**src/rtl/regfile_ctrl_pkg.sv**
```systemverilog
`ifndef XLEN
`define XLEN 32
`endif
// Shared types and defaults for the register-file write controller.
// No logic of its own; sizes the writeback request from the default register count.
// Backpressure is handled by the modules that use these types.
package regfile_ctrl_pkg;
    localparam int DEF_REGISTER_COUNT = 32;
    localparam int DEF_MAX_PENDING    = 4;
    localparam int DEF_STARVE_LIMIT   = 4;
    localparam int PKG_XLEN           = `XLEN;
    localparam int PKG_AW             = $clog2(DEF_REGISTER_COUNT);

    // One writeback offer towards the register-file write port.
    typedef struct packed {
        logic                valid;
        logic [PKG_AW-1:0]   adr;
        logic [PKG_XLEN-1:0] data;
    } wb_req_t;
endpackage

```
**src/rtl/reg_scoreboard.sv**
```systemverilog
`ifndef XLEN
`define XLEN 32
`endif
// Per-register pending bits for long-latency destinations plus a population count.
// Lookups are combinational; set/clear take effect on the next rising edge.
// Exposes full so the issue stage stops new long ops once MAX_PENDING are in flight.
module reg_scoreboard
    import regfile_ctrl_pkg::*;
#(
    parameter int REGISTER_COUNT = DEF_REGISTER_COUNT,
    parameter int MAX_PENDING    = DEF_MAX_PENDING,
    localparam int AW            = $clog2(REGISTER_COUNT)
) (
    input  logic          clk,
    input  logic          reset,
    input  logic          set_en,
    input  logic [AW-1:0] set_adr,
    input  logic          clr_en,
    input  logic [AW-1:0] clr_adr,
    input  logic [AW-1:0] rs1_adr,
    input  logic [AW-1:0] rs2_adr,
    input  logic [AW-1:0] rd_adr,
    input  logic          long_lat,
    output logic          hazard,
    output logic          full
);
    localparam int CW = $clog2(MAX_PENDING + 1);

    logic [REGISTER_COUNT-1:0] pending;
    logic [CW-1:0]             pend_count;
    logic                      do_set;
    logic                      do_clr;
    logic                      inc;

    // Qualify strobes: x0 is never tracked, a clear only counts if the bit is
    // really set, and a same-register set overrides the clear.
    always_comb begin
        do_set = set_en && (set_adr != '0);
        do_clr = clr_en && (clr_adr != '0) && pending[clr_adr]
                 && !(do_set && (set_adr == clr_adr));
        inc    = do_set && !pending[set_adr];
    end

    // Pending bits and their count; set is applied after clear so set wins.
    always_ff @(posedge clk or negedge reset) begin
        if (!reset) begin
            pending    <= '0;
            pend_count <= '0;
        end else begin
            if (do_clr) pending[clr_adr] <= 1'b0;
            if (do_set) pending[set_adr] <= 1'b1;
            case ({inc, do_clr})
                2'b10:   pend_count <= pend_count + 1'b1;
                2'b01:   pend_count <= pend_count - 1'b1;
                default: pend_count <= pend_count;
            endcase
        end
    end

    // RAW on nonzero sources, WAW on the destination; pending[0] is never set.
    always_comb begin
        hazard = ((rs1_adr != '0) && pending[rs1_adr])
              || ((rs2_adr != '0) && pending[rs2_adr])
              || pending[rd_adr];
        full   = long_lat && (pend_count == CW'(MAX_PENDING));
    end
endmodule

```
**src/rtl/regfile_write_controller.sv**
```systemverilog
`ifndef XLEN
`define XLEN 32
`endif
// Arbitrates the single register-file write port between ALU and long-latency results.
// Zero-cycle write path; scoreboard and starvation state update on the rising edge.
// ALU never stalls; long unit is refused while ALU writes, and starvation stalls issue.
module regfile_write_controller
    import regfile_ctrl_pkg::*;
#(
    parameter int REGISTER_COUNT = DEF_REGISTER_COUNT,
    parameter int MAX_PENDING    = DEF_MAX_PENDING,
    parameter int STARVE_LIMIT   = DEF_STARVE_LIMIT,
    localparam int AW            = $clog2(REGISTER_COUNT)
) (
    input  logic              clk,
    input  logic              reset,
    input  logic              IssueValid,
    input  logic [AW-1:0]     IssueRs1Adr,
    input  logic [AW-1:0]     IssueRs2Adr,
    input  logic [AW-1:0]     IssueRdAdr,
    input  logic              IssueLongLat,
    output logic              IssueStall,
    input  logic              AluWbValid,
    input  logic [AW-1:0]     AluWbAdr,
    input  logic [`XLEN-1:0]  AluWbData,
    input  logic              LongWbValid,
    input  logic [AW-1:0]     LongWbAdr,
    input  logic [`XLEN-1:0]  LongWbData,
    output logic              LongWbReady,
    output logic              WriteEn,
    output logic [AW-1:0]     rd1Adr,
    output logic [`XLEN-1:0]  Rd1
);
    localparam int SW = $clog2(STARVE_LIMIT + 1);

    wb_req_t       alu_req;
    wb_req_t       long_req;
    wb_req_t       sel_req;
    logic          alu_sel;
    logic          long_acc;
    logic          issue_acc;
    logic          hazard;
    logic          full;
    logic          starve;
    logic [SW-1:0] starve_cnt;

    // Write-port mux: a real ALU write always wins; x0 writes are swallowed.
    always_comb begin
        alu_req       = '{valid: AluWbValid,  adr: AluWbAdr,  data: AluWbData};
        long_req      = '{valid: LongWbValid, adr: LongWbAdr, data: LongWbData};
        alu_sel       = alu_req.valid && (alu_req.adr != '0);
        LongWbReady   = !alu_sel;
        long_acc      = long_req.valid && LongWbReady;
        sel_req       = alu_sel ? alu_req : long_req;
        sel_req.valid = alu_sel || (long_acc && (long_req.adr != '0));
        WriteEn       = sel_req.valid;
        rd1Adr        = sel_req.adr;
        Rd1           = sel_req.data;
    end

    // Issue stall; pending state is read before this cycle's writeback clears it.
    always_comb begin
        starve     = (starve_cnt == SW'(STARVE_LIMIT));
        IssueStall = IssueValid && (hazard || full || starve);
        issue_acc  = IssueValid && !IssueStall;
    end

    // Count consecutive refused long offers; any accept or idle cycle restarts it.
    always_ff @(posedge clk or negedge reset) begin
        if (!reset) begin
            starve_cnt <= '0;
        end else if (!LongWbValid || long_acc) begin
            starve_cnt <= '0;
        end else if (!starve) begin
            starve_cnt <= starve_cnt + 1'b1;
        end
    end

    reg_scoreboard #(
        .REGISTER_COUNT (REGISTER_COUNT),
        .MAX_PENDING    (MAX_PENDING)
    ) u_scoreboard (
        .clk      (clk),
        .reset    (reset),
        .set_en   (issue_acc && IssueLongLat),
        .set_adr  (IssueRdAdr),
        .clr_en   (long_acc),
        .clr_adr  (LongWbAdr),
        .rs1_adr  (IssueRs1Adr),
        .rs2_adr  (IssueRs2Adr),
        .rd_adr   (IssueRdAdr),
        .long_lat (IssueLongLat),
        .hazard   (hazard),
        .full     (full)
    );
endmodule
```
**config.mk**
```make
export PLATFORM = sky130hd
export DESIGN_NAME = regfile_write_controller
export DESIGN_NICKNAME = d
export VERILOG_FILES = /design/src/rtl/regfile_ctrl_pkg.sv /design/src/rtl/reg_scoreboard.sv /design/src/rtl/regfile_write_controller.sv
export SDC_FILE = /design/constraint.sdc
export NUM_CORES = 1
export LEC_CHECK = 0
export ABC_AREA = 0
export ABC_CLOCK_PERIOD_IN_PS = 2800
export BUFFER_PORTS_ARGS = -buffer_cell sky130_fd_sc_hd__buf_2
export CAP_MARGIN = 20
export CORE_UTILIZATION = 45
export CTS_CLUSTER_DIAMETER = 80
export CTS_CLUSTER_SIZE = 20
export DETAILED_ROUTE_END_ITERATION = 6
export HOLD_SLACK_MARGIN = 0.1
export PLACE_DENSITY = 0.82
export SYNTH_ARGS = -nofsm -noshare
export SYNTH_HDL_FRONTEND = slang
export SYNTH_SLANG_ARGS = --single-unit
```
**constraint.sdc**
```tcl
create_clock -name clk -period 2.8 [get_ports clk]
set_input_delay 0.14 -clock clk [delete_from_list [all_inputs] [get_ports clk]]
set_output_delay 0.14 -clock clk [all_outputs]
set_load 0.02 [all_outputs]
```
==> reports/qor.csv <==
metric,value,unit
total gr overflow,0,
Avg Synthesized Cell Area,8.17,µm²
peak supply drop,0.000261,V
n_diodes,0,
ys flop type,dfrtp_1,
Clock Path Buffers,2,
Seq cells post-synth,38,
CP peak stage delay,600,ps
start of the worst register-to-register path,u_scoreboard.pending[18],
cells along the critical path,mux4_4 > mux2_4 > a32o_2 > nor4_4 > nand3_1 > or2_4 > ha_4 > inv_2 > fa_1 > xor2_1 > nor2_1 > xor2_1,
layout net count,677,
Worst-Skew Late Latency,300,ps
status,"finished, violations left",
fraction of layout cells with a size suffix above 1,36.8,%
Rel. slew slack,40.4,%
leakage power,2.32,nW
global-route met3 utilization,8.21,%
skew final,8.98,ps
synthesis-to-layout area growth,30.4,%
Root Buffer,clkbuf_8,
die width,90.0,µm
post-synth cell types,55,
Final Max Tran Viols,0,
Synth async-reset ratio,100,%
H-tree Lvls,2,
Final Wtd Congestion,0.946,
detailed placer's ending HPWL,10000,µm
Post-synth EDFFs,0,
row cnt,31,
final hold violation count,0,
die footprint,8110,µm²
CP Class,flip-flop to flip-flop,
met2 usage,51.3,%
sequential-to-total area share from yosys stat,27.3,%
CTS tree,built,
"Req. time, crit path",2990,ps
number of buffers created by CTS,5,
Die Ht,90.0,µm
grt peak-use layer,met2,
"Buf+Inv Stages, Crit Path",1,
clk slew on worst S/H paths,90,ps
Core Area,7370,µm²
Max Clk Rate,340,MHz
Final min period,2940,ps
crit start category,flip-flop,
Setup-failing EPs final,2,
DRC,0,
RSZ-0062 raised after global routing,true,
reg2reg path depth,12,
DR vias,4040,
Placed Area,4410,µm²
cell family with most CP delay,multiplexers,
1st-iter DRT viols,392,
clk sinks,38,
GRT Total Usage,31.3,%
PortBufs,134,
Worst Hold Class,input pin to flip-flop,
antenna violations before repair,0,
global-route wire length before repair,19900,µm
WL final,12800,µm
worst setup path startpoint,u_scoreboard.pending[18],
CP endpoint kind,flip-flop,
WHS Path Cells,3,
vias in the first global route,3925,
Worst Path Arrival,3130,ps
R2R setup slack,-140,ps
fin crit share,105,%
CP max-delay cell,mux4_4,
Synth Instances,427,
Pwr Density,477,nW/µm²
maximum capacitance violations,0,
Crit Path Max Fanout,2,
Routed Antenna Nets,0,
Synth Cell Area,3490,µm²
routed len/inst,18.8,µm
slew of the pin with the lowest slew margin,894,ps
largest net degree at the start of global routing,39,
fill count,651,
via/cell ratio,5.96,
Hold WS,169,ps
hold_sp,LongWbValid,
final instance area,4550,µm²
Critical Path Most Common Cell,xor2_1,
Yosys warning count,0,
Initial Util,47.3,%
met1 usage in global routing,37.9,%
Worst Hold Path EP,starve_cnt[0],
R2R Path End,u_scoreboard.pend_count[2],
Worst Slack Setup Final,-141,ps
I/O pins,135,
DR pass1 iterations,5,
failing checks,negative setup slack,
Syn Nets,526,
-- how the worst max path moves through the flow --
| stage | to | slack, ps | depth (start not counted) |
|---|---|---|---|
| 3_3_place_gp | u_scoreboard.pend_count[2] | -40 | 12 |
| 2_1_floorplan | u_scoreboard.pend_count[2] | -70 | 12 |
| 6_report | u_scoreboard.pend_count[2] | -140 | 12 |
| 5_1_grt | u_scoreboard.pend_count[2] | -250 | 12 |
| 3_5_place_dp | u_scoreboard.pend_count[2] | -90 | 12 |
| 4_1_cts | u_scoreboard.pend_count[2] | -110 | 12 |
-- state kept, by name (all words and copies together), names as in the netlist --
name                     count
starve_cnt                   3
u_scoreboard.pend_count      3
u_scoreboard.pending        32
-- kinds of logic (layout without fill, tap and decap cells) --
logic type | after synthesis | in the layout | share of synthesized area, %
AND/OR/NAND/NOR | 195 | 195 | 25.6
AO/OA/AOI/OAI | 98 | 98 | 17.5
multiplexers | 44 | 44 | 20.5
buffers and inverters | 44 | 196 | 6.46
flip-flops | 38 | 38 | 27.3
adder cells (fa/ha/maj) | 4 | 4 | 1.65
XOR/XNOR | 4 | 4 | 1.00
-- cells in the final DEF (no fill, tap or decap), types with 3 or more instances in the layout --
master     count
clkbuf_8       5
o22ai_1        3
o21ai_1       21
o31ai_1        4
mux2_2         7
nand3_1       13
nand2_1      127
mux4_1         6
nor2_1        12
a2111oi_0      3
nor2b_1       11
dfrtp_1       38
o21ai_0       41
a221oi_1       4
nor4_1         5
buf_4         37
mux4_2        12
mux2i_1       17
inv_1         14
and3_1         4
o211a_1        4
buf_2        133
nand2b_1       5
a22oi_1        3
-- per-stage QoR --
step	util (%)	setup slack (ps)	instances	total power, W	setup TNS, ps
floorplan	-	-66.9	427	0.00129	-108
global placement	59.9	-36.4	669	0.00163	-36.4
detailed placement	59.9	-91.0	669	0.00166	-140
CTS	61.7	-106	679	0.00215	-217
global route	61.7	-252	678	0.00227	-471
finish	61.7	-141	678	0.00217	-246
-- cells in the mapped netlist, drive strengths merged, types with 3 or more instances --
master	number	area, µm²
a2111oi	3	26.3
a221oi	4	35.0
a22oi	3	22.5
and3	4	25.0
buf	16	119
clkbuf	12	46.3
dfrtp	38	951
ha	3	37.5
inv	16	60.1
mux2	8	90.1
mux2i	17	170
mux4	19	453
nand2	127	477
nand2b	5	31.3
nand3	15	85.1
nor2	12	45.0
nor2b	11	68.8
nor4	7	65.1
o211a	4	40.0
o21ai	62	310
o22ai	3	18.8
o31ai	4	30.0
-- power by group --
part,switching (W),total [W],internal [W]
clock,0.000220,0.000485,0.000265
combinational,0.000482,0.000923,0.000441
sequential,0.000106,0.000760,0.000654
-- layout make-up --
class | count | area [µm²] | area share [%]
Clock buffer | 5 | 68.8 | 1.51
Clock inverter | 3 | 45.0 | 0.991
Inverter | 16 | 60.1 | 1.32
Multi-Input combinational cell | 345 | 2330 | 51.3
Sequential cell | 38 | 951 | 20.9
Tap cell | 99 | 124 | 2.73
Timing Repair Buffer | 172 | 965 | 21.2
-- worst register-to-register path, cell delays in order, from the launching register on --
cell	delay [ps]
dfrtp_1	400
mux4_4	600
mux2_4	290
a32o_2	250
nor4_4	160
nand3_1	150
or2_4	270
ha_4	160
inv_2	50
fa_1	170
xor2_1	150
nor2_1	60
xor2_1	130
-- per-layer routing --
metal | share of wire, % | vias up
li1 | - | 1834
met1 | 37 | 1901
met2 | 47 | 262
met3 | 11 | 43
met4 | 4.7 | 0
met5 | 0 | -
-- timing repair --
action                                 4_1_cts  5_1_grt
setup endpoints to repair                    2        3
endpoints found under the hold margin       38        0
resized for setup                            0        3
buffers inserted                             1        0
pin swaps                                    1        2
hold buffers                                 1        0
No activity file was read; power rests on OpenSTA's default activity.
